[src/rtl/gray_pkg.sv]
// Shared Gray-code helpers for the Gray counter, the downstream
// Gray-to-binary converter and the bench model.
// Functions work on a 16-bit container (the widest supported counter);
// narrower callers zero-extend on the way in and truncate on the way out.
package gray_pkg;

   localparam int GRAY_WIDTH_DEFAULT = 4;
   localparam int GRAY_WIDTH_MAX     = 16;

   // Binary to reflected Gray: each Gray bit is the XOR of adjacent binary bits
   function automatic logic [GRAY_WIDTH_MAX-1:0] bin2gray(input logic [GRAY_WIDTH_MAX-1:0] b);
      return b ^ (b >> 1);
   endfunction

   // Gray to binary: each binary bit is the XOR of all Gray bits at or above it
   function automatic logic [GRAY_WIDTH_MAX-1:0] gray2bin(input logic [GRAY_WIDTH_MAX-1:0] gr);
      logic [GRAY_WIDTH_MAX-1:0] b;
      b[GRAY_WIDTH_MAX-1] = gr[GRAY_WIDTH_MAX-1];
      for (int i = GRAY_WIDTH_MAX-2; i >= 0; i--) begin
         b[i] = b[i+1] ^ gr[i];
      end
      return b;
   endfunction

endpackage

[src/rtl/gray_counter.sv]
// Registered up/down Gray-code counter feeding the Gray-to-binary stage.
// A binary count is kept internally and its Gray code is registered
// alongside it, so g never glitches between clock edges.
// Define GRAY_COUNTER_SAT_EN to make the counter saturate at its end
// values instead of wrapping; in that build the wrap pulse never fires.
module gray_counter
   import gray_pkg::*;
#(
   parameter int WIDTH = GRAY_WIDTH_DEFAULT
) (
   input  logic             clk,
   input  logic             rst_n,
   input  logic             en,
   input  logic             up_dn,
   input  logic             load,
   input  logic [WIDTH-1:0] load_bin,
   output logic [WIDTH-1:0] g,
   output logic             tc,
   output logic             wrap
);

   localparam logic [WIDTH-1:0] MAX_VAL  = {WIDTH{1'b1}};
   localparam logic [WIDTH-1:0] ZERO_VAL = {WIDTH{1'b0}};

   logic [WIDTH-1:0] bin;
   logic [WIDTH-1:0] next_bin;
   logic [WIDTH-1:0] next_g;
   logic             next_wrap;

   // Next binary count and wrap flag: load beats en, en beats hold
   always_comb begin
      next_bin  = bin;
      next_wrap = 1'b0;
      if (load) begin
         next_bin = load_bin;
      end else if (en) begin
         if (up_dn) begin
`ifdef GRAY_COUNTER_SAT_EN
            if (bin != MAX_VAL) begin
               next_bin = bin + 1'b1;
            end
`else
            next_bin  = bin + 1'b1;
            next_wrap = (bin == MAX_VAL);
`endif
         end else begin
`ifdef GRAY_COUNTER_SAT_EN
            if (bin != ZERO_VAL) begin
               next_bin = bin - 1'b1;
            end
`else
            next_bin  = bin - 1'b1;
            next_wrap = (bin == ZERO_VAL);
`endif
         end
      end
      next_g = WIDTH'(bin2gray(GRAY_WIDTH_MAX'(next_bin)));
   end

   // State registers: binary count, its Gray image and the wrap pulse
   always_ff @(posedge clk or negedge rst_n) begin
      if (!rst_n) begin
         bin  <= ZERO_VAL;
         g    <= ZERO_VAL;
         wrap <= 1'b0;
      end else begin
         bin  <= next_bin;
         g    <= next_g;
         wrap <= next_wrap;
      end
   end

   assign tc = up_dn ? (bin == MAX_VAL) : (bin == ZERO_VAL);

endmodule

[config.mk]
export PLATFORM = sky130hd
export DESIGN_NAME = gray_counter
export DESIGN_NICKNAME = d
export VERILOG_FILES = /design/src/rtl/gray_pkg.sv /design/src/rtl/gray_counter.sv
export SDC_FILE = /design/constraint.sdc
export NUM_CORES = 1
export LEC_CHECK = 0
export CORE_UTILIZATION = 30
export CTS_BUF_LIST = sky130_fd_sc_hd__clkbuf_4
export CTS_CLUSTER_SIZE = 12
export DETAILED_ROUTE_END_ITERATION = 10
export HOLD_SLACK_MARGIN = 0.02
export MAX_ROUTING_LAYER = met4
export PLACE_DENSITY = 0.53
export SYNTH_ARGS = -nofsm -noshare
export SYNTH_HDL_FRONTEND = slang
export SYNTH_SLANG_ARGS = --single-unit
[constraint.sdc]
create_clock -name clk -period 4.9 [get_ports clk]
set_input_delay 0.98 -clock clk [delete_from_list [all_inputs] [get_ports clk]]
set_output_delay 0.98 -clock clk [all_outputs]
set_load 0.01 [all_outputs]
Yosys cells after proc, flatten, opt, wreduce, memory -nomap -nowiden

Index checks and enable logic that the tools add are counted.

Bits in registers: 9
Input bits: 9
Output and inout port bits: 6
Logic and storage cells: 14

Add/subtract/negate cells: 2
Equal/unequal tests: 1
Multiplexer cells: 6
Bitwise operators: 1
Reductions and logical operators: 1

Operators with widths:

| kind                                             | number |
|---|---|
| 2-to-1 mux 4 bit                                 | 3 |
| adder 4 x 1 -> 4 bit, second input constant      | 1 |
| equality test 4 bit, second input constant       | 1 |
| zero test 4 bit                                  | 1 |
| subtractor 4 x 1 -> 4 bit, second input constant | 1 |
| bitwise XOR 4 x 3 -> 4 bit                       | 1 |
| 2-to-1 mux 1 bit                                 | 3 |

Logic depth before layout (Yosys ltp)

Gate-level depths: netlist of run 1.

Depth after elaboration: 5
Mapped depth: 6
Gate-level depth less buffers: 6

Least setup slack after synthesis of run 1

Ideal clock, no wire load.

Path kind: input to output
From: in up_dn
To: out tc
Data arrival time: 1.390 ns
Required time: 3.920 ns
Path slack: 2.530 ns
Stages on the path: 2
Path buffers: 0
Cell sequence: inv_1 -> o21ai_0

Cells in the longest elaborated chain, start to end: 1

Ends and longest elaborated chain:

| what             | RTL line           | RTL |
|---|---|---|
| from (decl)      | gray_counter.sv:14 | `input logic up_dn,` |
| 2-to-1 mux 1 bit | gray_counter.sv:73 | `assign tc = up_dn ? (bin == MAX_VAL) : (bin == ZERO_VAL);` |
| to (decl)        | gray_counter.sv:18 | `output logic tc,` |

Every way passes these cells.

Worst setup path after layout of run 1

Same ends and word-level chain as after synthesis.

==> results.json, run 1 <==
{
  "hold_depth": 2,
  "post-route-drc-count": 0,
  "clkLatencyLatePin_ns": 0.25,
  "finalWirelength_um": 826,
  "drive_above_1_share": 0.07018,
  "yosys_warnings": 0,
  "coreArea_sq_um": 1350,
  "antenna_cells": 0,
  "syn_to_final_growth_pct": 35.71,
  "ir_drop_mv": 0.1330,
  "endpoint_kind": "output port",
  "cellInternalPower_w": 0.0001488,
  "synth_mux_area_frac": 0.04396,
  "dr.pass1.iters": 4,
  "r2r-start": "bin[2]",
  "chipWidth_um": 40.97,
  "vias": 359,
  "clock_skew_ns": 0.004722,
  "pwr-share-seq": 0.425,
  "grt_use_total": 0.1320,
  "worst_slew_pin_slew_ns": 0.3408,
  "fin_tns_setup_ns": 0,
  "overflow": 0,
  "cts_made_buffers": 3,
  "grt_pass1_vias": 300,
  "crit_buf_inv": 3,
  "synth_xor_area_frac": 0.1154,
  "hold_violations": 0,
  "hold_buffers": 0,
  "boundaryPins": 15,
  "cp_slowest_cell": "clkdlybuf4s50_1",
  "post_cts_resized": 0,
  "synth_compound_area_frac": 0.09066,
  "postCtsSetupBuffers": 0,
  "placementRows": 13,
  "setup_viol": 0,
  "synth.cell_area_sq_um": 455.4,
  "pwr-share-comb": 0.341,
  "hold_class": "flop to flop",
  "fmaxAchievable_ghz": 0.2979,
  "wire_per_inst_um": 11.47,
  "drv_cap": 0,
  "cts.root.buffer_cell": "clkbuf_4",
  "fin_crit_ns": 3.357,
  "fp.dieH_um": 40.97,
  "synth_top_family_by_area": "simple AND/OR/NAND/NOR gates",
  "dp.cells": 69,
  "outcome": "finished, final reports clean",
  "cts_num_sinks": 8,
  "final_common_cell": "clkdlybuf4s50_1",
  "start_util": 0.3373,
  "min_to": "bin[3]",
  "via_per_inst": 4.986,
  "r2r_setup_slack_ns": 3.17,
  "final_cell_mix": "14 x clkdlybuf4s50_1, 8 x dfrtp_1, 4 x xnor2_1",
  "synth-simple-area-share": 0.1538,
  "power_switching_w": 0.00006072,
  "r2r_cells": 5,
  "slew-limit-headroom": 0.7721,
  "power.share.clock": 0.234,
  "worstHoldStart": "bin[3]",
  "grt_max_degree": 10,
  "final_util": 0.4578,
  "final_nets": 71,
  "synthAdderAreaFrac": 0.09890,
  "die_area_sq_um": 1678,
  "synth-seq-cells": 8,
  "finalCritPeriodShare": 0.6850,
  "cts_tree": "done",
  "path_clk_slew_ns": 0.05,
  "switching_share": 0.2898,
  "crit_top_cell": "clkdlybuf4s50_1",
  "dp_hpwl_um": 649.4,
  "rsz0062_at_grt": "no",
  "synth_fp_nets": 54,
  "path_cells": "clkdlybuf4s50_1, inv_1, o21ai_0, clkdlybuf4s50_1",
  "worstPathMaxFanout": 5,
  "path_class": "primary input to output port",
  "portBuffers": 14,
  "synth_cell_type_count": 23,
  "gp_congestion": 0.7116,
  "crit_start": "up_dn",
  "clockBufferDepth": 2,
  "antenna_found_initial": 0,
  "seq_area_frac_synth": 0.4396,
  "total_power_w": 0.0002095,
  "htreeDepth": 1,
  "p_leak_nw": 0.2652,
  "cp_top_family": "buffers and inverters",
  "drv_slew": 0,
  "arrival_ns": 2.38,
  "instances_no_fill": 72,
  "slowest_delay_ns": 0.58,
  "synth_area_per_cell_sq_um": 10.84,
  "r2r_end": "g[2]",
  "fin_ws_ns": 1.543,
  "ant_nets": 0,
  "synth_cells": 42,
  "critPathLaunchType": "primary input",
  "drt_iter0_markers": 8,
  "grt_first_pass_wirelength_mm": 1.255,
  "dp_slack_ns": 1.538,
  "p_per_area_nw_per_um2": 339.0,
  "worstPathRequired_ns": 3.92
}
[worst max path at each step]
stage | endpoint | cells past startpoint
after global routing | tc | 4
final | tc | 4
after global placement | tc | 4
after floorplan | tc | 2
after detailed placement | tc | 4
after CTS | tc | 4
[through the flow]
stage	cell area [sq um]	hold WS (ns)
4_1_cts	618.1	0.7380
6_report	618.1	0.7473
5_1_grt	618.1	0.7622
3_3_place_gp	595.6	0.7302
2_1_floorplan	455.4	0.6624
3_5_place_dp	595.6	0.7242
[state kept, by name, indices dropped and copies added (netlist names)]
| register | flops |
|---|---|
| bin | 4 |
| g | 3 |
| wrap | 1 |
[per-layer routing]
layer,part of all wire,global-route usage,vias up
met4,0.036,0.1250,0
met2,0.48,0.1719,15
li1,-,-,174
met1,0.42,0.1520,166
met3,0.058,0.04891,4
met5,0,-,-
[cells in the mapped netlist (all sizes together)]
library cell	instances	area, sq um
nor2	2	7.510
dfrtp	8	200.2
nand4	1	6.260
a211oi	1	7.510
a22o	1	8.760
and4b	1	10.01
inv	2	7.510
nand2b	1	6.260
xor2	2	17.52
a21oi	2	10.01
ha	2	25.02
nor4	1	6.260
mux2i	2	20.02
or3	1	11.26
fa	1	20.02
buf	2	18.77
nand2	3	11.26
nand3	1	5.000
o21ai	3	15.01
xnor2	4	35.03
nor2b	1	6.260
[power groups by stage]
stage / Sequential, W / Combinational [W] / Clock [W]
final: 0.0000891 / 0.0000715 / 0.0000489
after global routing: 0.0000908 / 0.0000811 / 0.0000551
after CTS: 0.0000893 / 0.0000725 / 0.0000508
after detailed placement: 0.0000901 / 0.0000720 / 0
after global placement: 0.0000902 / 0.0000715 / 0
after floorplan: 0.0000924 / 0.0000369 / 0
[cell type report]
| class | instances | area [sq um] |
|---|---|---|
| Sequential cell | 8 | 200.2 |
| Inverter | 2 | 7.507 |
| Tap cell | 15 | 18.77 |
| Fill cell | 127 | 732.0 |
| Timing Repair Buffer | 14 | 140.1 |
| Clock buffer | 3 | 22.52 |
| Multi-Input combinational cell | 30 | 229.0 |
[worst register-to-register path, cell delays in order (launching register included)]
cell,delay [ns]
dfrtp_1,0.42
ha_1,0.34
a21oi_1,0.21
a211oi_1,0.10
or3_4,0.39
xor2_1,0.15
[logic make-up (layout without fill, tap and decap cells)]
kind of cell / count (synthesis) / in the layout
AND/OR/NAND/NOR: 12 / 12
flip-flops: 8 / 8
AO/OA/AOI/OAI: 7 / 7
XOR/XNOR: 6 / 6
buffers and inverters: 4 / 19
adder cells (fa/ha/maj): 3 / 3
multiplexers: 2 / 2
No activity file was read; power rests on OpenSTA's default activity.
==> run 2: changes to the inputs <==
--- a/config.mk
+++ b/config.mk
@@ -11,7 +11,7 @@
 export DETAILED_ROUTE_END_ITERATION = 10
 export HOLD_SLACK_MARGIN = 0.02
 export MAX_ROUTING_LAYER = met4
-export PLACE_DENSITY = 0.53
+export PLACE_DENSITY = 0.55
 export SYNTH_ARGS = -nofsm -noshare
 export SYNTH_HDL_FRONTEND = slang
 export SYNTH_SLANG_ARGS = --single-unit
==> constraint.sdc (replaced) <==
create_clock -name clk -period 2.91 [get_ports clk]
set_input_delay 0.582 -clock clk [delete_from_list [all_inputs] [get_ports clk]]
set_output_delay 0.582 -clock clk [all_outputs]
set_load 0.01 [all_outputs]
==> run 2 against run 1 <==
Final cell count is the same. Critical path depth is the same. Sequential share of layout area is the same. Clock skew shrank 0.0025 ns. Critical endpoint unchanged. Utilization is the same. Flip-flop and latch count is the same. Worst hold slack lost 0.14 ns. Highest routed layer is now met3. Global-route usage shrank 0.74 points.
==> results.json, run 2 (synthesis gave the netlist of run 1 again) <==
{
  "cts.root.buffer_cell": "clkbuf_4",
  "largest_reg_flops": 4,
  "ant_nets": 0,
  "chipWidth_um": 40.97,
  "dp_hpwl_um": 618.6,
  "r2r_setup_slack_ns": 1.19,
  "overflow": 0,
  "gp_congestion": 0.7691,
  "r2r_end": "g[2]",
  "post-route-drc-count": 0,
  "placementRows": 13,
  "clockBufferDepth": 2,
  "p_per_area_nw_per_um2": 562.3,
  "fill_cells": 135,
  "path_clk_slew_ns": 0.05,
  "critPathLaunchType": "primary input",
  "die_area_sq_um": 1678,
  "biggestRegsByFlops": "bin: 4 flops, g: 3 flops, wrap: 1 flops",
  "ir_drop_mv": 0.2931,
  "clkLatencyLatePin_ns": 0.24,
  "drv_slew": 0,
  "portBuffers": 14,
  "vias": 335,
  "wire_per_inst_um": 10.29,
  "p_leak_nw": 0.2652,
  "cts_made_buffers": 3,
  "worstPathMaxFanout": 5,
  "cts_num_sinks": 8,
  "grt_use_total": 0.1246,
  "ff_latch_area_sq_um": 200.2,
  "drive_above_1_share": 0.07018,
  "setup_viol": 0,
  "arrival_ns": 1.96,
  "hold_violations": 0,
  "fmaxAchievable_ghz": 0.3928,
  "r2r_cells": 5,
  "slew-limit-headroom": 0.7729,
  "fin_tns_setup_ns": 0,
  "clock_skew_ns": 0.002270,
  "regMostFlops": "bin",
  "r2r-start": "bin[2]",
  "finalWirelength_um": 741,
  "grt_max_degree": 10,
  "antenna_cells": 0,
  "post-route-cell-area_sq_um": 618.1,
  "via_per_inst": 4.653,
  "endpoint_kind": "output port",
  "outcome": "finished, final reports clean",
  "cts_tree": "done",
  "start_util": 0.3373,
  "rsz0062_at_grt": "no",
  "whs_ns": 0.6045,
  "finalCritPeriodShare": 0.8748,
  "dr.pass1.iters": 2,
  "fp.dieH_um": 40.97,
  "worstPathRequired_ns": 2.33,
  "grt_pass1_vias": 330,
  "grt_first_pass_wirelength_mm": 1.283,
  "final_nets": 71,
  "post_cts_resized": 0,
  "drv_cap": 0,
  "fin_crit_ns": 2.546,
  "boundaryPins": 15,
  "coreArea_sq_um": 1350,
  "worst_slew_pin_slew_ns": 0.3396,
  "syn_to_final_growth_pct": 35.71,
  "drt_iter0_markers": 4,
  "final_cell_mix": "14 x clkdlybuf4s50_1, 8 x dfrtp_1, 4 x xnor2_1",
  "place_area_sq_um": 595.6,
  "hold_class": "primary input to async pin",
  "hold_buffers": 0,
  "antenna_found_initial": 0,
  "final_util": 0.4578,
  "path_class": "primary input to output port",
  "final_common_cell": "clkdlybuf4s50_1",
  "htreeDepth": 1,
  "multi_input_area_sq_um": 229.0,
  "postCtsSetupBuffers": 0
}
==> run 2: cell counts in the layout (fill, tap and decap cells not counted) <==
No cell type changed its count.
==> run 2: area by class of cell <==
cell class                      instances  area share
Tap cell                               15     0.03036
Multi-Input combinational cell         30      0.3704
Sequential cell                         8      0.3239
Inverter                                2     0.01215
Timing Repair Buffer                   14      0.2267
Clock buffer                            3     0.03644
==> run 2: routing by layer <==
layer | track usage | routed length, um | up-vias | part of all wire
li1 | - | - | 175 | -
met1 | 0.1405 | 376 | 148 | 0.51
met2 | 0.1953 | 325 | 12 | 0.44
met3 | 0.06522 | 39 | 0 | 0.053
met4 | 0.02500 | 0 | 0 | 0
met5 | - | 0 | - | 0
==> run 2: power by group <==
part           switching (W)   total, W  internal (W)  leakage, nW
Clock              0.0000326  0.0000794     0.0000468       0.0138
Sequential         0.0000152   0.000148      0.000133       0.0972
Combinational      0.0000497   0.000120     0.0000700        0.154
==> run 2: worst max-delay path, cell delays in order <==
cell             delay [ns]
clkdlybuf4s50_1        0.49
inv_1                  0.11
o21ai_0                0.22
clkdlybuf4s50_1        0.57
==> run 2: through the flow <==
| stage | worst slack (ns) | total power (W) | instances |
|---|---|---|---|
| detailed placement | 0.3492 | 0.0002716 | 69 |
| global placement | 0.3812 | 0.0002726 | 69 |
| CTS | 0.3481 | 0.0003557 | 72 |
| global route | 0.2201 | 0.0003783 | 72 |
| finish | 0.3642 | 0.0003475 | 72 |
| floorplan | 1.017 | 0.0002178 | 42 |
==> run 2: how the worst max path moves through the flow <==
stage | to | slack, ns | from | depth (start not counted)
CTS | tc | 0.35 | up_dn | 4
finish | tc | 0.36 | up_dn | 4
global placement | tc | 0.38 | up_dn | 4
detailed placement | tc | 0.35 | up_dn | 4
floorplan | g[2] | 1.02 | up_dn | 6
global route | tc | 0.22 | up_dn | 4
==> run 3: changes to the inputs <==
--- a/config.mk
+++ b/config.mk
@@ -12,6 +12,7 @@
 export HOLD_SLACK_MARGIN = 0.02
 export MAX_ROUTING_LAYER = met4
 export PLACE_DENSITY = 0.55
+export REMOVE_ABC_BUFFERS = 1
 export SYNTH_ARGS = -nofsm -noshare
 export SYNTH_HDL_FRONTEND = slang
 export SYNTH_SLANG_ARGS = --single-unit
==> run 3 against run 2 <==
Maximum frequency is 0.28% lower. First-iteration DRC count is 50% higher. Sequential share of layout area stayed put. Die area stayed put. Critical path depth stayed put. Power is 2.1% higher. Critical endpoint unchanged. Highest routed layer unchanged.
==> results.json, run 3 (synthesis gave the netlist of run 1 again) <==
{
  "outcome": "finished, final reports clean",
  "place_area_sq_um": 595.6,
  "wire_per_inst_um": 11.64,
  "p_leak_nw": 0.2652,
  "ant_nets": 0,
  "multi_input_area_sq_um": 229.0,
  "cts_num_sinks": 8,
  "ff_latch_area_sq_um": 200.2,
  "syn_to_final_growth_pct": 35.71,
  "post-route-cell-area_sq_um": 618.1,
  "finalWirelength_um": 838,
  "antenna_cells": 0,
  "via_per_inst": 4.903,
  "r2r-start": "bin[2]",
  "grt_pass1_vias": 333,
  "clkLatencyLatePin_ns": 0.25,
  "fin_tns_setup_ns": 0,
  "hold_class": "primary input to async pin",
  "biggestRegsByFlops": "bin: 4 flops, g: 3 flops, wrap: 1 flops",
  "boundaryPins": 15,
  "coreArea_sq_um": 1350,
  "grt_use_total": 0.1304,
  "fp.dieH_um": 40.97,
  "final_common_cell": "clkdlybuf4s50_1",
  "grt_first_pass_wirelength_mm": 1.317,
  "path_class": "primary input to output port",
  "slew-limit-headroom": 0.7568,
  "setup_viol": 0,
  "htreeDepth": 1,
  "cts_made_buffers": 3,
  "postCtsSetupBuffers": 0,
  "ir_drop_mv": 0.1899,
  "chipWidth_um": 40.97,
  "final_cell_mix": "14 x clkdlybuf4s50_1, 8 x dfrtp_1, 4 x xnor2_1",
  "post-route-drc-count": 0,
  "critPathLaunchType": "primary input",
  "clockBufferDepth": 2,
  "drive_above_1_share": 0.07018,
  "endpoint_kind": "output port",
  "arrival_ns": 1.97,
  "path_clk_slew_ns": 0.05,
  "placementRows": 13,
  "worstPathMaxFanout": 5,
  "start_util": 0.3373,
  "finalCritPeriodShare": 0.8773,
  "worst_slew_pin_slew_ns": 0.3637,
  "clock_skew_ns": 0.001711,
  "portBuffers": 14,
  "largest_reg_flops": 4,
  "final_nets": 71,
  "rsz0062_at_grt": "no",
  "dp_hpwl_um": 700.2,
  "p_per_area_nw_per_um2": 573.9,
  "cts_tree": "done",
  "post_cts_resized": 0,
  "crit_start": "up_dn",
  "gp_congestion": 0.8189,
  "cts.root.buffer_cell": "clkbuf_4",
  "hold_violations": 0,
  "regMostFlops": "bin",
  "drv_cap": 0,
  "drt_iter0_markers": 6,
  "antenna_found_initial": 0,
  "hold_buffers": 0,
  "fin_crit_ns": 2.553,
  "vias": 353,
  "fmaxAchievable_ghz": 0.3917,
  "fill_cells": 135,
  "die_area_sq_um": 1678,
  "drv_slew": 0,
  "worstPathRequired_ns": 2.33,
  "grt_max_degree": 10,
  "overflow": 0,
  "dr.pass1.iters": 3
}
==> run 3: cell counts in the layout (fill, tap and decap cells not counted) <==
Identical to the previous run, type by type.
==> run 3: routing by layer <==
layer	routed length (um)	share of wire	GRT usage
met1	384	0.46	0.1505
met2	409	0.49	0.1914
met3	44	0.053	0.04891
met4	0	0	0.07500
met5	0	0	-
==> run 3: critical path, cell delays in order <==
cell	delay [ns]
clkdlybuf4s50_1	0.49
inv_1	0.11
o21ai_0	0.22
clkdlybuf4s50_1	0.57
==> run 3: power by group <==
group / internal (W) / leakage (nW) / total [W] / switching, W
clock network: 0.0000471 / 0.0138 / 0.0000832 / 0.0000361
registers: 0.000133 / 0.0972 / 0.000149 / 0.0000161
logic: 0.0000705 / 0.154 / 0.000122 / 0.0000517
total: 0.000251 / 0.265 / 0.000355 / 0.000104
==> run 3: through the flow <==
step           hold WS (ns)  setup slack (ns)  cells  total power, W    util
2_1_floorplan        0.2864             1.017     40       0.0002122       -
3_3_place_gp         0.7443            0.3755     69       0.0002728  0.4411
3_5_place_dp         0.7299            0.3482     69       0.0002750  0.4411
4_1_cts              0.6195            0.3475     72       0.0003594  0.4578
5_1_grt              0.6359            0.2243     72       0.0003802  0.4578
6_report             0.6119            0.3571     72       0.0003547  0.4578
==> run 3: path summary, 6_finish.rpt <==
| path | endpoint | slack [ns] | cells after the start |
|---|---|---|---|
| setup / recovery | tc | 0.36 | 4 |
| hold / removal | wrap | 0.61 | 1 |
| setup reg to reg | g[2] | 1.16 | 5 |
| hold reg to reg | wrap | 0.74 | 3 |
| max in group asynchronous | g[0] | 2.04 | 1 |
| min in group clk | wrap | 0.74 | 3 |
==> run 3: layout make-up <==
cell class                      count  area share
Clock buffer                        3     0.03644
Multi-Input combinational cell     30      0.3704
Sequential cell                     8      0.3239
Timing Repair Buffer               14      0.2267
Tap cell                           15     0.03036
Inverter                            2     0.01215
